## config.mk

```make
export PLATFORM = sky130hd
export DESIGN_NAME = exu_lsu_ctrl
export DESIGN_NICKNAME = d
export VERILOG_FILES = /design/src/rtl/exu_lsu_ctrl.sv
export SDC_FILE = /design/constraint.sdc
export NUM_CORES = 1
export LEC_CHECK = 0
export CAP_MARGIN = 15
export CORE_MARGIN = 8
export CORE_UTILIZATION = 43
export CTS_CLUSTER_DIAMETER = 40
export DETAILED_ROUTE_END_ITERATION = 10
export GPL_ROUTABILITY_DRIVEN = 0
export HOLD_SLACK_MARGIN = 0.15
export PLACE_DENSITY = 0.91
export SYNTH_ARGS = -nofsm -noshare
export SYNTH_HDL_FRONTEND = slang
export SYNTH_SLANG_ARGS = --single-unit
```

## constraint.sdc

```tcl
create_clock -name clk -period 4.8 [get_ports clk]
set_input_delay 0.48 -clock clk [delete_from_list [all_inputs] [get_ports clk]]
set_output_delay 0.48 -clock clk [all_outputs]
set_load 0.02 [all_outputs]
```

## src/rtl/exu_lsu_ctrl.sv

```systemverilog
// Load/store control stage: alignment check, byte-masked bus issue, in-order
// outstanding-request FIFO and load-data alignment/extension for write-back.
module exu_lsu_ctrl #(
    parameter int OUTS_DEPTH = 2,
    parameter int XLEN       = 32,
    parameter int ADDR_SIZE  = 32,
    parameter int ITAG_WIDTH = 4
) (
    input  logic                  clk,
    input  logic                  rst_n,

    input  logic                  agu_cmd_valid,
    output logic                  agu_cmd_ready,
    input  logic [ADDR_SIZE-1:0]  agu_cmd_addr,
    input  logic                  agu_cmd_read,
    input  logic [XLEN-1:0]       agu_cmd_wdata,
    input  logic [1:0]            agu_cmd_size,
    input  logic                  agu_cmd_usign,
    input  logic [ITAG_WIDTH-1:0] agu_cmd_itag,

    output logic                  lsu_icb_cmd_valid,
    input  logic                  lsu_icb_cmd_ready,
    output logic [ADDR_SIZE-1:0]  lsu_icb_cmd_addr,
    output logic                  lsu_icb_cmd_read,
    output logic [XLEN-1:0]       lsu_icb_cmd_wdata,
    output logic [3:0]            lsu_icb_cmd_wmask,

    input  logic                  lsu_icb_rsp_valid,
    output logic                  lsu_icb_rsp_ready,
    input  logic [XLEN-1:0]       lsu_icb_rsp_rdata,
    input  logic                  lsu_icb_rsp_err,

    output logic                  lsu_o_valid,
    input  logic                  lsu_o_ready,
    output logic [XLEN-1:0]       lsu_o_wbck_wdat,
    output logic [ITAG_WIDTH-1:0] lsu_o_wbck_itag,
    output logic                  lsu_o_wbck_err,
    output logic [ADDR_SIZE-1:0]  lsu_o_badaddr
);

    localparam int PTR_W = $clog2(OUTS_DEPTH);
    localparam int CNT_W = PTR_W + 1;

    typedef enum logic [1:0] {
        SZ_BYTE = 2'b00,
        SZ_HALF = 2'b01,
        SZ_WORD = 2'b10
    } size_e;

    typedef struct packed {
        logic [ITAG_WIDTH-1:0] itag;
        logic                  read;
        size_e                 size;
        logic                  usign;
        logic [ADDR_SIZE-1:0]  addr;
        logic                  mis;
    } entry_t;

    entry_t             fifo_mem [OUTS_DEPTH];
    logic [PTR_W-1:0]   wr_ptr;
    logic [PTR_W-1:0]   rd_ptr;
    logic [CNT_W-1:0]   count;

    logic               full;
    logic               empty;
    logic               misaligned;
    logic               push;
    logic               pop;
    entry_t             new_entry;
    entry_t             head;
    logic [XLEN-1:0]    rsp_shifted;
    logic [XLEN-1:0]    load_data;
    logic               head_load;

    assign full  = (count == CNT_W'(OUTS_DEPTH));
    assign empty = (count == '0);

    // NOTE: every always_comb output gets a default first, so no path leaves it unassigned (no latch).
    always_comb begin
        misaligned        = 1'b0;
        lsu_icb_cmd_wmask = 4'b1111;
        case (size_e'(agu_cmd_size))
            SZ_BYTE: lsu_icb_cmd_wmask = 4'b0001 << agu_cmd_addr[1:0];
            SZ_HALF: begin
                misaligned        = agu_cmd_addr[0];
                lsu_icb_cmd_wmask = 4'b0011 << {agu_cmd_addr[1], 1'b0};
            end
            SZ_WORD: misaligned = |agu_cmd_addr[1:0];
            default: ;
        endcase
    end

    // A full FIFO blocks pushes even when the head pops this cycle.
    assign agu_cmd_ready     = ~full & (misaligned | lsu_icb_cmd_ready);
    assign push              = agu_cmd_valid & agu_cmd_ready;
    assign lsu_icb_cmd_valid = agu_cmd_valid & ~full & ~misaligned;
    assign lsu_icb_cmd_addr  = {agu_cmd_addr[ADDR_SIZE-1:2], 2'b00};
    assign lsu_icb_cmd_read  = agu_cmd_read;
    assign lsu_icb_cmd_wdata = agu_cmd_wdata;

    assign new_entry = '{itag:  agu_cmd_itag,
                         read:  agu_cmd_read,
                         size:  size_e'(agu_cmd_size),
                         usign: agu_cmd_usign,
                         addr:  agu_cmd_addr,
                         mis:   misaligned};

    // NOTE: the entry storage is not reset; pointers and count define validity, so stale contents are never observed.
    always_ff @(posedge clk) begin
        if (push) begin
            fifo_mem[wr_ptr] <= new_entry;
        end
    end

    // NOTE: sequential state uses non-blocking assignments so all registers update from pre-edge values.
    always_ff @(posedge clk or negedge rst_n) begin
        if (!rst_n) begin
            wr_ptr <= '0;
            rd_ptr <= '0;
            count  <= '0;
        end else begin
            if (push) wr_ptr <= wr_ptr + PTR_W'(1);
            if (pop)  rd_ptr <= rd_ptr + PTR_W'(1);
            case ({push, pop})
                2'b10:   count <= count + CNT_W'(1);
                2'b01:   count <= count - CNT_W'(1);
                default: count <= count;
            endcase
        end
    end

    assign head = fifo_mem[rd_ptr];

    // Misaligned entries answer locally and never consume a bus response.
    assign lsu_o_valid       = ~empty & (head.mis | lsu_icb_rsp_valid);
    assign lsu_icb_rsp_ready = ~empty & ~head.mis & lsu_o_ready;
    assign pop               = lsu_o_valid & lsu_o_ready;

    assign lsu_o_wbck_err  = ~empty & (head.mis | lsu_icb_rsp_err);
    assign lsu_o_badaddr   = lsu_o_wbck_err ? head.addr : '0;
    assign lsu_o_wbck_itag = empty ? '0 : head.itag;

    assign rsp_shifted = lsu_icb_rsp_rdata >> {head.addr[1:0], 3'b000};

    always_comb begin
        load_data = rsp_shifted;
        case (head.size)
            SZ_BYTE: load_data = head.usign ? XLEN'(rsp_shifted[7:0])
                                            : {{(XLEN-8){rsp_shifted[7]}}, rsp_shifted[7:0]};
            SZ_HALF: load_data = head.usign ? XLEN'(rsp_shifted[15:0])
                                            : {{(XLEN-16){rsp_shifted[15]}}, rsp_shifted[15:0]};
            default: ;
        endcase
    end

    assign head_load       = ~empty & ~head.mis & head.read & ~lsu_icb_rsp_err;
    assign lsu_o_wbck_wdat = head_load ? load_data : '0;

endmodule

```

# Yosys cells after proc, flatten, opt, wreduce, memory -nomap -nowiden
# Memory sizes are Yosys's and may differ from the RTL's.
# Index checks and enable logic that the tools add are counted.
# word_totals
register_bits,4
ram_bits,82
inputBits,111
output_inout_bits,142
n_memories,1
# op_classes
n_addsub,4
eq_ne,6
n_shift,3
n_mux,11
bitwise_logic,19
n_reduce_logical,5
# mem_list
memory,words,word_bits,rd,rd_ports_with_merged_regs,wr,line_no,text
fifo_mem,2,41,1,0,1,59,entry_t fifo_mem [OUTS_DEPTH];
# ops
operator,n
32-bit two-way mux,4
32-bit one-hot mux with 2 select lines,1
32-bit by 5-bit >> shifter with 32-bit output,1
1-bit AND,11
4-bit one-hot mux with 2 select lines,1
"2-bit by 1-bit equality test with 1-bit output, second input constant",3
"2-bit equality test, second input constant",3
2-bit zero test,3
1-bit NOT,5
4-bit two-way mux,1
2-bit one-hot mux with 2 select lines,1
"1-bit by 2-bit left shift with 4-bit output, first input constant",1
"2-bit by 2-bit left shift with 4-bit output, first input constant",1
1-bit OR,3
"1-bit adder, second input constant",2
"2-bit by 1-bit adder with 2-bit output, second input constant",1
1-bit two-way mux,2
1-bit one-hot mux with 2 select lines,1
2-bit nonzero test,1
2-bit OR reduction,1
"2-bit by 1-bit subtractor with 2-bit output, second input constant",1

# Depth between registers and ports, before layout
# logic_depth
ltp_word,7
ltp_mapped,11
ltp_nobuf,10

# Worst setup path before layout
# Ideal clock, no wire load.
# synth_timing
kind,in2reg
from,in agu_cmd_size[1]
to,"mem fifo_mem[0][0] (netlist name), enable pin"
setup_ns,0.439
t_arrival_ns,3.374
required_ns,4.361
path_slack_ns,0.986
cell_stages,8
n_path_buf,1
path_cell_list,inv_1 ha_1 o21ai_0 a21boi_0 nor2_1 or2_2 clkbuf_1 nor2_1
# synth_between
elab_chain_len,7
word_cells_on_any_way,8
classes_between,2 x eq/ne; 3 x mux; 3 x bitwise
# synth_rtl
item,line_no,text
"start, declared",17,"input logic [1:0] agu_cmd_size,"
2-bit equality test or 2-bit by 1-bit equality test with 1-bit output (tied branches),82,case (size_e'(agu_cmd_size))
1-bit one-hot mux with 2 select lines (*),82,
named net misaligned,66,logic misaligned;
1-bit OR (*),94,assign agu_cmd_ready = ~full & (misaligned | lsu_icb_cmd_ready);
1-bit AND (*),94,
1-bit AND (*),95,assign push = agu_cmd_valid & agu_cmd_ready;
1-bit two-way mux (*),110,if (push) begin
1-bit two-way mux (implied by the code) (*),111,fifo_mem[wr_ptr] <= new_entry;
"end, declared",59,
# Mark *: on every way through the listed nets, which the timed path passes. The rest lies on a longest branch.

# Worst setup path after layout
# layout_timing
from,reg rd_ptr
to,out lsu_o_wbck_wdat[20]
# layout_between
elab_chain_len,6
word_cells_on_any_way,12
classes_between,1 x eq/ne; 1 x shift; 4 x mux; 4 x bitwise; 1 x reduce/logical; 1 x memory
# layout_rtl
item,line_no,text
"start, declared",61,logic [PTR_W-1:0] rd_ptr;
"start signal, assigned",123,if (pop) rd_ptr <= rd_ptr + PTR_W'(1);
memory 2 x 41 bit (*),--,
"parallel branches: the longest is 4 deep, another holds 32-bit by 5-bit >> shifter with 32-bit output",--,
32-bit two-way mux (*),157,assign lsu_o_wbck_wdat = head_load ? load_data : '0;
"end, declared",35,"output logic [XLEN-1:0] lsu_o_wbck_wdat,"
# Every way passes the cells marked *.

==> qor.csv <==
stage,metric,value,unit
status,status,"complete, no violations",
sta,finalHoldViolations,0,
job,drv_cap,0,
clock_tree,cts_tree,yes,
finish,seqCellArea,2560,um2
route,dr.first_iter.drc_count,174,
critical_path,cp.required,4.32,ns
finish,syn2layout_area_growth,35.0,%
critical_path,path_cells,mux2_4 -> mux2i_1 -> o22ai_2 -> a221oi_4 -> nor2_1 -> clkdlybuf4s50_1,
route,vias,3670,
finish,layout_commonest_cell,clkdlybuf4s50_1,
global_route,antenna_found_initial,0,
clock_tree,clkTransAtPathRegs,0.08,ns
route,finalWirelength,14900,um
global_route,grt_max_degree,34,
global_route,gr-total-overflow,0,
route,wl_per_cell,21.7,um
critical_path,path_class,flop to output port,
route,top_layer,met4,
sta,fmax,248,MHz
synthesis,synth.avg_cell_area,11.4,um2
synthesis,synth_top_area_cell,edfxtp_1,
finish,diodes,0,
synthesis,syn_area,4820,um2
sta,rsz0062_at_grt,no,
critical_path,crit_path_end_kind,output port,
finish,fillers,840,
clock_tree,postCtsSetupBuffers,0,
critical_path,cp-startpoint,rd_ptr,
synthesis,ys_seq_area_frac,0.532,
route,drc,0,
synthesis,synth_warnings,0,
worst_hold_path,hp-class,primary input to async pin,
critical_path,r2r-start,rd_ptr,
finish,drive_above_1_share,0.0606,
finish,nets,655,
global_route,grt_pass1_vias,4004,
critical_path,slowest_delay,0.81,ns
place,portBuffers,186,
floorplanning,initial_utilization,0.442,
sta,setup_viol,0,
sta,clock_skew,0.0105,ns
finish,stdcell_count,685,
critical_path,timing.rr.end,count[1],
critical_path,cp.buffers_inverters,1,
synthesis,synth_cells,421,
critical_path,worst-path-stages,6,
sta,period_minus_slack,4.03,ns
sta,timing.hold.ws,0.321,ns
clock_tree,hold_buffers,0,
sta,fin_crit_sh,0.839,
global_route,grt_usage,0.196,
synthesis,synthTopCellsByArea,"edfxtp_1, mux2i_1, buf_4, nor2_1, dfrtp_1",
route,met3_length,1230,um
sta,slew_viol_final,0,
floorplanning,die_y,122,um
floorplanning,core_area,10900,um2
clock_tree,cts_made_buffers,9,
power,powerDensity,503,nW/um2
route,wl_met2,7470,um
sta,slew_headroom,0.469,
place,post-dp-hpwl,11600,um
floorplanning,rows,38,
route,postRouteAntennaNets,0,
finish,final_cell_mix,"clkdlybuf4s50_1, edfxtp_1, nor2_1, mux2i_1, nand2_1",
clock_tree,cts_resized,0,
floorplanning,ios,253,
route,first_pass_iters,4,
critical_path,cp_top_family,compound AO/OA/AOI/OAI gates,
critical_path,startpoint_type,flop,
global_route,grt_pass1_wl,22400,um
clock_tree,root_buffer,clkbuf_8,
floorplanning,fp.dieW,122,um
critical_path,rrSetupSlack,2.46,ns
critical_path,cp_max_fo,29,
place,numPlacedInstances,669,
clock_tree,clkSinkCount,86,
floorplanning,die_area,14800,um2
power,power.leakage,2.40,nW
finish,stdcell_area,6500,um2
critical_path,arrival,3.55,ns
clock_tree,insertion_delay,0.35,ns
synthesis,synth_top_area_frac,0.511,
critical_path,crit_end,lsu_o_wbck_wdat[20],
sta,setup_tns,0,ns
power,finalPower,3.27,mW
power,ir_drop,0.000417,V
synthesis,ys_ff_latch,86,
place,placed_area,6320,um2
clock_tree,htree_levels,3,
clock_tree,clockBufferDepth,2,
route,routed_via_density,5.36,
critical_path,cpMaxStageDelayCell,dfrtp_2,
critical_path,reg2regPathDepth,7,
synthesis,synth_cell_types,40,
finish,multiInputGateArea,1630,um2
route,m1WireLength,5340,um
sta,worst_pin_slew,0.796,ns
[cell usage after synthesis (all sizes together)]
library cell	count
o21ai	10
nor2	60
nor2b	4
a21boi	1
ha	4
nor4	1
o22ai	7
inv	10
xnor2	4
o2bb2ai	7
mux2	4
a22oi	3
xor2	1
conb	1
nor3	9
a32oi	1
or4	1
and3	7
a221oi	1
or2	1
edfxtp	82
dfrtp	4
and2	3
o21a	7
nand2	25
nand2b	4
nor3b	1
buf	77
o32ai	1
clkbuf	9
a21oi	10
a211oi	8
mux2i	53
[flip-flops by register name, summed over array words and instances, names as in the netlist]
name,count
rd_ptr,1
wr_ptr,1
count,2
fifo_mem,82
[cells by family after synthesis]
logic type               synth area share
buffers and inverters               0.136
adder cells (fa/ha/maj)            0.0104
flip-flops                          0.532
AO/OA/AOI/OAI                      0.0826
multiplexers                        0.121
other                            0.000779
XOR/XNOR                          0.00909
AND/OR/NAND/NOR                     0.108
[routing by layer]
layer	track usage	up-vias
met5	0	-
met4	0.125	0
met3	0.0634	71
met2	0.340	209
met1	0.203	1715
li1	-	1675
[power breakdown]
group | internal [mW] | switching [mW]
Sequential | 0.956 | 0.0995
Clock | 0.240 | 0.242
Combinational | 0.750 | 0.980
[layout make-up]
| class | instances | share of cell area |
|---|---|---|
| clock buffer | 12 | 0.0208 |
| clock inverter | 4 | 0.00712 |
| inverter | 10 | 0.00577 |
| multi-input combinational | 240 | 0.250 |
| sequential | 86 | 0.394 |
| tap | 140 | 0.0269 |
| timing repair buffer | 193 | 0.295 |
[through the flow]
| step | util | setup WS (ns) |
|---|---|---|
| final | 0.597 | 0.772 |
| after global routing | 0.597 | 0.564 |
| after CTS | 0.597 | 0.759 |
| after detailed placement | 0.580 | 0.973 |
| after global placement | 0.580 | 1.09 |
| after floorplan | - | 0.986 |
[worst min path at each step]
stage | cells past startpoint | end
floorplan | 0 | count[0]
global placement | 1 | wr_ptr
detailed placement | 1 | wr_ptr
CTS | 1 | count[1]
global route | 1 | wr_ptr
finish | 1 | wr_ptr
(Power assumes the default switching activity.)
